--- src/rtl/sar_pkg.sv ---
// +--------------------------------------------------------------------+
// | sar_pkg: shared types and defaults for the SAR sequencer           |
// | Revision: 1.0                                                      |
// +--------------------------------------------------------------------+
`default_nettype none

package sar_pkg;

  typedef enum logic [2:0] {
    S_IDLE   = 3'd0,
    S_SAMPLE = 3'd1,
    S_EVAL   = 3'd2,
    S_LATCH  = 3'd3,
    S_PRE    = 3'd4,
    S_FIN    = 3'd5
  } sar_state_t;

  localparam int SAR_NBITS      = 8;
  localparam int SAR_SAMPLE_CYC = 2;
  localparam int SAR_CMP_WAIT   = 1;

endpackage

`default_nettype wire

--- src/rtl/sar_timer.sv ---
// +--------------------------------------------------------------------+
// | sar_timer: loadable 4-bit down-counter with zero flag              |
// | Revision: 1.0                                                      |
// +--------------------------------------------------------------------+
`default_nettype none

module sar_timer (
  input  logic       clk,
  input  logic       rst_n,
  input  logic       load,
  input  logic       en,
  input  logic [3:0] load_val,
  output logic       zero
);

  logic [3:0] count_q;
  logic [3:0] count_d;

  always_comb begin
    count_d = count_q;
    if (load) begin
      count_d = load_val;
    end else if (en && (count_q != 4'd0)) begin
      count_d = count_q - 4'd1;
    end
  end

  always_ff @(posedge clk) begin
    if (!rst_n) begin
      count_q <= 4'd0;
    end else begin
      count_q <= count_d;
    end
  end

  assign zero = (count_q == 4'd0);

endmodule

`default_nettype wire

--- src/rtl/sar_seq.sv ---
// +--------------------------------------------------------------------+
// | sar_seq: SAR conversion sequencer (CKSB / CLKC / CF strobes,       |
// |          result assembly, start/busy/done handshake).              |
// | Optional: SAR_META_DET_EN enables comparator metastability flag.   |
// | Revision: 1.0                                                      |
// +--------------------------------------------------------------------+
`default_nettype none

module sar_seq
  import sar_pkg::*;
#(
  parameter int NBITS      = SAR_NBITS,
  parameter int SAMPLE_CYC = SAR_SAMPLE_CYC,
  parameter int CMP_WAIT   = SAR_CMP_WAIT
) (
  input  logic             clk,
  input  logic             rst_n,
  input  logic             START,
  input  logic             CMP_P,
  input  logic             CMP_N,
  output logic             CKSB,
  output logic             CLKC,
  output logic [NBITS-1:0] CF,
  output logic             BUSY,
  output logic             DONE,
  output logic [NBITS-1:0] DATA,
  output logic             ERR
);

  localparam int IDX_W = (NBITS > 1) ? $clog2(NBITS) : 1;
  localparam logic [IDX_W-1:0] IDX_MSB = IDX_W'(NBITS - 1);
  localparam logic [3:0] SAMPLE_LD = 4'(SAMPLE_CYC - 1);
  localparam logic [3:0] CMP_LD    = 4'(CMP_WAIT - 1);

  sar_state_t       state_q, state_d;
  logic [IDX_W-1:0] idx_q, idx_d;
  logic [NBITS-1:0] work_q, work_d;
  logic [NBITS-1:0] data_q, data_d;
  logic             err_q, err_d;
  logic             flag_q, flag_d;
  logic             cksb_q, cksb_d;
  logic             clkc_q, clkc_d;
  logic [NBITS-1:0] cf_q, cf_d;
  logic             busy_q, busy_d;
  logic             done_q, done_d;

  logic             tmr_load, tmr_en, tmr_zero;
  logic [3:0]       tmr_val;

  sar_timer u_timer (
    .clk      (clk),
    .rst_n    (rst_n),
    .load     (tmr_load),
    .en       (tmr_en),
    .load_val (tmr_val),
    .zero     (tmr_zero)
  );

  // State and datapath register
  always_ff @(posedge clk) begin
    if (!rst_n) begin
      state_q <= S_IDLE;
      idx_q   <= IDX_MSB;
      work_q  <= '0;
      data_q  <= '0;
      err_q   <= 1'b0;
      flag_q  <= 1'b0;
      cksb_q  <= 1'b0;
      clkc_q  <= 1'b0;
      cf_q    <= '0;
      busy_q  <= 1'b0;
      done_q  <= 1'b0;
    end else begin
      state_q <= state_d;
      idx_q   <= idx_d;
      work_q  <= work_d;
      data_q  <= data_d;
      err_q   <= err_d;
      flag_q  <= flag_d;
      cksb_q  <= cksb_d;
      clkc_q  <= clkc_d;
      cf_q    <= cf_d;
      busy_q  <= busy_d;
      done_q  <= done_d;
    end
  end

  // Next-state and datapath update
  always_comb begin
    state_d  = state_q;
    idx_d    = idx_q;
    work_d   = work_q;
    data_d   = data_q;
    err_d    = err_q;
    flag_d   = flag_q;
    tmr_load = 1'b0;
    tmr_en   = 1'b0;
    tmr_val  = CMP_LD;
    case (state_q)
      S_IDLE: begin
        if (START) begin
          state_d  = S_SAMPLE;
          idx_d    = IDX_MSB;
          work_d   = '0;
          flag_d   = 1'b0;
          tmr_load = 1'b1;
          tmr_val  = SAMPLE_LD;
        end
      end
      S_SAMPLE: begin
        if (tmr_zero) begin
          state_d  = S_EVAL;
          tmr_load = 1'b1;
        end else begin
          tmr_en = 1'b1;
        end
      end
      S_EVAL: begin
        if (tmr_zero) begin
          state_d = S_LATCH;
        end else begin
          tmr_en = 1'b1;
        end
      end
      S_LATCH: begin
        work_d[idx_q] = CMP_P;
`ifdef SAR_META_DET_EN
        if (CMP_P == CMP_N) begin
          flag_d = 1'b1;
        end
`endif
        if (idx_q == '0) begin
          state_d = S_FIN;
          data_d  = work_d;
          err_d   = flag_d;
        end else begin
          state_d = S_PRE;
          idx_d   = idx_q - 1'b1;
        end
      end
      S_PRE: begin
        state_d  = S_EVAL;
        tmr_load = 1'b1;
      end
      S_FIN: begin
        state_d = S_IDLE;
      end
      default: begin
        state_d = S_IDLE;
      end
    endcase
  end

  // Outputs decoded from the upcoming state so that they are registered
  always_comb begin
    cksb_d = 1'b0;
    clkc_d = 1'b0;
    cf_d   = '0;
    busy_d = 1'b0;
    done_d = 1'b0;
    case (state_d)
      S_SAMPLE: begin
        busy_d = 1'b1;
      end
      S_EVAL: begin
        cksb_d = 1'b1;
        clkc_d = 1'b1;
        busy_d = 1'b1;
      end
      S_LATCH: begin
        cksb_d = 1'b1;
        clkc_d = 1'b1;
        busy_d = 1'b1;
        cf_d   = NBITS'(1) << idx_d;
      end
      S_PRE: begin
        cksb_d = 1'b1;
        busy_d = 1'b1;
      end
      S_FIN: begin
        cksb_d = 1'b1;
        busy_d = 1'b1;
        done_d = 1'b1;
      end
      default: begin
        cksb_d = 1'b0;
      end
    endcase
  end

`ifndef SAR_META_DET_EN
  logic unused_cmp_n;
  assign unused_cmp_n = CMP_N;
`endif

  assign CKSB = cksb_q;
  assign CLKC = clkc_q;
  assign CF   = cf_q;
  assign BUSY = busy_q;
  assign DONE = done_q;
  assign DATA = data_q;
  assign ERR  = err_q;

endmodule

`default_nettype wire

--- config.mk ---
export PLATFORM = sky130hd
export DESIGN_NAME = sar_seq
export DESIGN_NICKNAME = d
export VERILOG_FILES = /design/src/rtl/sar_pkg.sv /design/src/rtl/sar_timer.sv /design/src/rtl/sar_seq.sv
export SDC_FILE = /design/constraint.sdc
export NUM_CORES = 1
export LEC_CHECK = 0
export ABC_AREA = 1
export ABC_CLOCK_PERIOD_IN_PS = 2450
export BUFFER_PORTS_ARGS = -buffer_cell sky130_fd_sc_hd__clkbuf_2
export CORE_MARGIN = 4
export CORE_UTILIZATION = 60
export CTS_BUF_LIST = sky130_fd_sc_hd__clkbuf_8
export DETAILED_ROUTE_END_ITERATION = 10
export HOLD_SLACK_MARGIN = 0.05
export PLACE_DENSITY = 0.84
export SLEW_MARGIN = 20
export SYNTH_ARGS = -nofsm -noshare
export SYNTH_HDL_FRONTEND = slang
export SYNTH_SLANG_ARGS = --single-unit
export TNS_END_PERCENT = 10
--- constraint.sdc ---
create_clock -name clk -period 2.45 [get_ports clk]
set_clock_uncertainty 0.05 [all_clocks]
set_input_delay 0.3675 -clock clk [delete_from_list [all_inputs] [get_ports clk]]
set_output_delay 0.3675 -clock clk [all_outputs]
set_load 0.01 [all_outputs]
After elaboration in Yosys (flattened, before gate mapping)
Cells that the tools add are included.
{ "word_totals": {"regBits": 38, "output_inout_bits": 21, "wordCells": 66} }
{ "op_classes": {"add_sub_neg": 2, "magnitude_cmp": 2, "n_eq_ne": 10, "shift": 1, "mux": 26, "n_reduce_logical": 15} }
{ "ops": {"columns": ["cell", "n"], "rows": [
  ["$pmux W8 S2", 1],
  ["$mux W3", 5],
  ["$pmux W3 S5", 1],
  ["$eq A3 B2 Y1 const B", 4],
  ["$mux W1", 12],
  ["$eq A3 B3 Y1 const B", 3],
  ["$bwmux W8", 1],
  ["$mux W4", 2],
  ["$mux W8", 1],
  ["$shl A1 B3 Y8 const A", 1],
  ["$eq A3 B1 Y1 const B", 2],
  ["$logic_not A3 Y1", 2],
  ["$pmux W3 S2", 1],
  ["$reduce_and A2 Y1", 3],
  ["$reduce_or A5 Y1", 1],
  ["$logic_not A4 Y1", 1],
  ["$lt A3 B4 Y1 const B", 1],
  ["$reduce_bool A2 Y1", 2],
  ["$reduce_bool A4 Y1", 1],
  ["$reduce_or A2 Y1", 2],
  ["$reduce_or A4 Y1", 1],
  ["$sub A4 B1 Y4 const B", 1],
  ["$demux W1 S3", 1],
  ["$ge A3 B1 Y1 const B", 1],
  ["4 further kinds", 5]
]} }

Depth between registers and ports, before layout
Gate-level depths: netlist (run 1).
{ "logic_depth": {"ltp_word": 6, "ltp_mapped": 11, "mapped_depth_nobuf": 11} }

Hierarchy
A second synthesis (run 1) with hierarchy kept.
{ "unflattened": {"hier_cells": 246, "hier_area_um2": 1731.7} }
{ "modules_own_cells": {"columns": ["mod", "n_inst", "cells_each", "area_each_um2", "seq_area_each_um2"], "rows": [
  ["sar_seq", 1, 205, 1457.6, 680.7],
  ["sar_timer", 1, 41, 274.0, 80.1]
]} }

Least setup slack after synthesis (run 1)
No wires, ideal clock.
{ "synth_path": {"kind": "reg-to-reg", "startpoint": "register idx_q[0]", "endpoint": "register cf_q[1], in the netlist CF[1]", "setup_ps": 113, "t_arrival_ps": 1358, "required_ps": 2287, "setup_slack_ps": 930, "path_stages_with_launch": 11, "n_path_buf": 0, "period_less_slack_ps": 1520, "cell_sequence": "dfxtp_1 > inv_1 > ha_1 > nand2_4 > inv_4 > nor2_8 > nand2_1 > nand3_1 > nand2_1 > nand2_2 > nor2_1"} }
{ "synth_between": {"elab_chain_cells": 5, "elab_cells_between_ends": 10} }
{ "synth_lines": {"columns": ["element", "line_no", "rtl"], "rows": [
  ["start: declaration", "sar_seq.sv:36", "logic [IDX_W-1:0] idx_q, idx_d;"],
  ["start signal: assignment", "sar_seq.sv:75", "idx_q <= idx_d;"],
  ["$logic_not A3 Y1", "sar_seq.sv:132", "if (idx_q == '0) begin"],
  ["$mux W1", "sar_seq.sv:132", null],
  ["$pmux W3 S5", "sar_seq.sv:99", "case (state_q)"],
  ["$eq A3 B2 Y1", "sar_seq.sv:161", "case (state_d)"],
  ["$reduce_and A2 Y1 (no source line)", null, null],
  ["end signal: assignment", "sar_seq.sv:70", "cf_q <= '0;"],
  ["end signal: assignment", "sar_seq.sv:82", "cf_q <= cf_d;"],
  ["end: declaration", "sar_seq.sv:43", "logic [NBITS-1:0] cf_q, cf_d;"]
]} }
Parallel ways exist; a longest one is shown, timed or not.
A chain may end at the register's enable or synchronous reset.

Worst setup path in the final report (run 1)
{ "layout_path": {"startpoint": "register idx_q[0]", "endpoint": "register busy_q, in the netlist BUSY"} }
{ "layout_between": {"elab_chain_cells": 6, "elab_cells_between_ends": 10} }
{ "layout_lines": {"columns": ["element", "line_no", "rtl"], "rows": [
  ["$logic_not A3 Y1 (*)", "sar_seq.sv:132", null],
  ["$mux W1 (*)", "sar_seq.sv:132", null],
  ["$pmux W3 S5 (*)", "sar_seq.sv:99", null],
  ["$eq A3 B3 Y1, or another cell as far along", "sar_seq.sv:161", null],
  ["$reduce_or A5 Y1 (no source line) (*)", null, null],
  ["$mux W1 (*)", "sar_seq.sv:161", null],
  ["end signal: assignment", "sar_seq.sv:83", "busy_q <= busy_d;"],
  ["end: declaration", "sar_seq.sv:44", "logic busy_q, busy_d;"]
]} }
Mark *: on every way between the ends. The rest lies on a longest branch, timed or not.

==> results of run 1 <==
[final timing paths]
kind	from	end	slack, ns	depth (start not counted)
max	idx_q[0]	BUSY	0.70	8
min	rst_n	idx_q[1]	0.39	2
max reg2reg	idx_q[0]	BUSY	0.70	8
min reg2reg	u_timer.count_q[1]	u_timer.count_q[1]	0.42	2
[power breakdown]
part / internal, mW / switching, mW / total [mW]
clock: 0.325 / 0.209 / 0.534
sequential: 0.672 / 0.0428 / 0.715
combinational: 0.130 / 0.252 / 0.381
[cell usage after synthesis]
cell	count	area, sq um
inv_1	25	93.8
nand2_2	3	18.8
a31oi_1	2	12.5
o22ai_1	8	50.1
nand3_4	1	17.5
nor2_2	2	12.5
nor2_4	1	11.3
nand3_2	3	30.0
dfxtp_1	38	761
a21oi_1	14	70.1
o21ai_0	15	75.1
nand3_1	11	55.1
nand2_1	40	150
conb_1	1	3.75
clkbuf_1	1	3.75
nand2_4	1	11.3
nor2_8	1	20.0
nand4_1	2	12.5
ha_1	3	37.5
xor2_1	1	8.76
or2_1	2	12.5
o21bai_1	1	7.51
inv_4	1	6.26
buf_4	1	7.51
inv_2	5	18.8
nor2_1	24	90.1
buf_6	1	11.3
[cells in the final DEF, fill, tap and decap left out, types with 2 or more instances in the layout]
cell	instances
nand2_1	40
dfxtp_1	38
inv_1	25
nor2_1	24
clkbuf_2	23
o21ai_0	15
a21oi_1	14
nand3_1	11
o22ai_1	8
clkbuf_8	6
inv_2	5
nand3_2	3
nand2_2	3
ha_1	3
or2_1	2
nor2_2	2
a31oi_1	2
nand4_1	2
[area by class of cell]
class	count	share of cell area, %
Clock inverter	1	1.62
Clock buffer	6	4.46
Multi-Input combinational cell	136	38.2
Timing Repair Buffer	23	6.22
Tap cell	30	2.03
Inverter	31	6.42
Sequential cell	38	41.1
[routing by layer]
layer  vias up  track usage, %
li1        717               -
met1       587            23.9
met2        39            29.2
met3         8            7.34
met4         0            9.49
met5         -               0
[kinds of logic after synthesis]
family	synth area share (%)
compound gates	13.4
xor+xnor	0.544
fa+ha+maj	2.33
buf+inv	8.79
flops	47.3
other cells	0.233
simple gates	27.4
[through the flow]
step | cells | setup slack (ns) | util, % | area, sq um | total power, mW
after floorplan | 208 | 0.930 | - | 1610 | 1.01
after global placement | 258 | 0.744 | 68.9 | 1740 | 1.10
after detailed placement | 258 | 0.706 | 68.9 | 1740 | 1.10
after CTS | 265 | 0.678 | 73.4 | 1850 | 1.64
after global routing | 265 | 0.547 | 73.4 | 1850 | 1.73
final | 265 | 0.696 | 73.4 | 1850 | 1.63
[state kept, by name (all words and copies together), names as in the netlist]
signal           count
state_q              3
u_timer.count_q      4
BUSY                 1
CLKC                 1
DONE                 1
CF                   8
CKSB                 1
idx_q                3
work_q               8
DATA                 8
[worst max-delay path: cells and delay by family (launching register included)]
family | cells | cell delay [ns]
adders and majority gates | 1 | 0.23
buffers and inverters | 2 | 0.31
DFF | 1 | 0.37
and+or+nand+nor | 3 | 0.47
AOI/OAI and AO/OA | 2 | 0.26
==> impl_metrics.ini, run 1 <==
[outcome]
outcome = complete, no violations

[floorplan]
die_x_um = 59.8
pin_count = 26
die_h_um = 59.8
start_util_pct = 63.8
core.rowCount = 18
die_area_sq_um = 3570
core_sq_um = 2520

[route]
dr_total_vias = 1351
dr_wl_met2_um = 1420
vias_per_cell = 5.10
wirelength_um = 3040
wl_met1_um = 1360
routed-wl-met3_um = 190
first_iter_violations = 49
ant_nets = 0
avgRoutedWirePerCell_um = 11.5
dr.max_layer_used = met4
dr.pass1.iters = 4
drc = 0

[layout]
fillers = 209
multi_input_area_sq_um = 707
drive_above_1_share_pct = 20.4
num_antenna_cells = 0
layout.nets = 243
seqCellArea_sq_um = 761
areaGrowthSynthToFinish_pct = 15.1

[sta]
period_needed_ns = 1.75
whs_ns = 0.387
fin_crit_sh_pct = 71.6
setup_tns_ns = 0
finalHoldViolations = 0
setup_viol = 0
rsz0062_at_grt = no
final_max_slew_viol_count = 0
fmax_ghz = 0.570

[place]
place_hpwl_um = 2120
portBuffers = 23
gp_congestion = 0.802

[clock_tree]
cts-htree-levels = 2
cts_max_path_buffers = 2
cts_tree = done
numCtsBuffers = 5
insertion_delay_ns = 0.29
post_cts_buffers = 0
root_buffer = clkbuf_8
cts_num_sinks = 38
postCtsHoldBufs = 0
path_clk_slew_ns = 0.07
cts_resized = 0

[synthesis]
syn-cell-area_sq_um = 1610
yosysUniqueCellTypes = 27
postSynthNetCount = 216
synth_cells = 208
synth_area_per_cell_sq_um = 7.74
synth_seq_area_share_pct = 47.3
yosysWarnings = 0
synth-seq-cells = 38

[worst_setup_path]
path_cells = inv_1 -> ha_1 -> nand2_4 -> nor2_4 -> inv_1 -> o21ai_0 -> nor2_1 -> a21oi_1
path_max_fanout = 17
critPathLaunchType = register
cpPeakStageDelay_ns = 0.37
path_class = register to register
crit_slowest_cell = dfxtp_1
required_ns = 2.62
cp-end-kind = register
cp_common_cell = inv_1
arrival_ns = 1.93

[power_and_ir_drop]
power_density_nw_per_um2 = 881
p_leak_nw = 0.915
ir_worst_vdd_v = 0.000805

[grt]
antenna_found_initial = 0
grt_pass1_vias = 1199
overflow = 0
grt_usage_pct = 19.3
grt_max_degree = 18
grt_first_pass_wirelength_um = 5090

[run]
drv_cap = 0

[min_path]
min_path_type = primary input to register
Note: power is estimated with default switching activity, not from simulation.
==> run 2: changes to the inputs <==
- ABC_CLOCK_PERIOD_IN_PS: 2450 -> 1800
- CORE_UTILIZATION: 60 -> 57
- PLACE_DENSITY: 0.84 -> 0.8
- clock period: 2.45 -> 1.8 ns (I/O delays scaled with it)
==> impl_metrics.ini, run 2 (synthesis results as in run 1) <==
[clock_tree]
numCtsBuffers = 5
insertion_delay_ns = 0.29
cts_num_sinks = 38
root_buffer = clkbuf_8
cts-htree-levels = 2
path_clk_slew_ns = 0.07
cts_tree = done
cts_max_path_buffers = 2
post_cts_buffers = 0
cts_resized = 0
postCtsHoldBufs = 0

[worst_setup_path]
arrival_ns = 1.73
critical-path-top-delay-family = simple AND/OR/NAND/NOR gates
path_class = register to register
worst-path-buf-inv = 2
cp_common_cell = nand2_1
crit_slowest_cell = dfxtp_1
cpPeakStageDelay_ns = 0.42
r2r_setup_slack_ns = 0.21
required_ns = 1.94
path_cells = inv_1 -> ha_1 -> nand2_4 -> inv_4 -> nor2_8 -> nand2_1 -> nand3_1 -> nand2_1 -> nand2_2 -> nor2_1
cp-end-kind = register
timing.rr.end = CF[3]
r2r_start = idx_q[1]
r2r_cells = 10
path_max_fanout = 6
critPathLaunchType = register

[floorplan]
pin_count = 26
die_x_um = 61.1
core_sq_um = 2730
die_area_sq_um = 3740
core.rowCount = 19
start_util_pct = 58.9
die_h_um = 61.1

[sta]
setup_tns_ns = 0
rsz0062_at_grt = no
fmax_ghz = 0.630
period_needed_ns = 1.59
finalHoldViolations = 0
final_max_slew_viol_count = 0
fin_crit_sh_pct = 88.2
worst_slack_ns = 0.212
setup_viol = 0

[grt]
grt_usage_pct = 19.6
grt_max_degree = 15
overflow = 0
grt_first_pass_wirelength_um = 5460
grt_pass1_vias = 1262
antenna_found_initial = 0

[route]
wirelength_um = 3000
avgRoutedWirePerCell_um = 11.1
dr_total_vias = 1375
vias_per_cell = 5.09
dr.pass1.iters = 4
first_iter_violations = 36
ant_nets = 0
drc = 0

[layout]
areaGrowthSynthToFinish_pct = 15.5
layout_common_cells = nand2_1 (40), dfxtp_1 (38), inv_1 (25)
multi_input_area_sq_um = 707
fillers = 244
drive_above_1_share_pct = 21.8
layout_commonest_cell = nand2_1
seqCellArea_sq_um = 761
layout.nets = 246
num_antenna_cells = 0
fin_cells = 270

[power_and_ir_drop]
ir_worst_vdd_v = 0.000819
p_leak_nw = 0.921
power_density_nw_per_um2 = 1130

[min_path]
hold_path_depth = 3
min_from = rst_n
hold_path_end = DONE
min_path_type = primary input to register

[place]
gp_congestion = 0.831
place_ws_ns = 0.211
portBuffers = 23
place_hpwl_um = 2150
dp.cells = 262

[run]
drv_cap = 0

[outcome]
outcome = complete, no violations
-- run 2: cell count changes in the layout (fill, tap and decap cells not counted), sizes merged --
cell	before	now
clkinvlp	0	1
buf	0	3
bufinv	1	0
clkinv	0	1
-- run 2: layer usage --
| metal | up-vias | share of wire (%) | global-route usage (%) |
|---|---|---|---|
| met3 | 6 | 7.0 | 6.71 |
| met4 | 0 | 1.5 | 7.43 |
| met1 | 607 | 46 | 24.7 |
| met5 | - | 0 | 0 |
| met2 | 35 | 45 | 31.1 |
| li1 | 727 | - | - |
-- run 2: where the power goes --
part | switching, mW | internal [mW] | leakage [nW] | total (mW)
combinational | 0.342 | 0.181 | 0.566 | 0.522
clock | 0.292 | 0.307 | 0.0472 | 0.599
sequential | 0.0580 | 0.915 | 0.307 | 0.973
total | 0.691 | 1.40 | 0.921 | 2.09
-- run 2: final cells by class --
cell class | instances | area share (%)
Inverter | 31 | 6.40
Clock inverter | 2 | 0.673
Sequential cell | 38 | 40.9
Timing Repair Buffer | 26 | 7.41
Multi-Input combinational cell | 136 | 38.0
Tap cell | 31 | 2.09
Clock buffer | 6 | 4.44
-- run 2: worst max-delay path by stage --
stage               cells past startpoint    end  slack (ns)     start
finish                                 10  CF[3]        0.21  idx_q[1]
floorplan                              10  CF[1]        0.28  idx_q[0]
CTS                                    10  CF[2]        0.21  idx_q[1]
global route                           10  CF[1]        0.07  idx_q[0]
global placement                       10  CF[2]        0.25  idx_q[0]
detailed placement                     10  CF[2]        0.21  idx_q[1]
-- run 2: through the flow --
| stage | power [mW] | area (sq um) | util [%] | hold WS, ns |
|---|---|---|---|---|
| 2_1_floorplan | 1.38 | 1610 | - | 0.358 |
| 3_3_place_gp | 1.50 | 1760 | 64.5 | 0.404 |
| 3_5_place_dp | 1.50 | 1760 | 64.5 | 0.420 |
| 4_1_cts | 2.11 | 1860 | 68.0 | 0.301 |
| 5_1_grt | 2.24 | 1860 | 68.0 | 0.343 |
| 6_report | 2.09 | 1860 | 68.0 | 0.311 |
-- run 2: worst min-delay path, cell delays in order --
cell and delay, ns:
clkbuf_2 0.11, inv_1 0.12, nor2_1 0.12
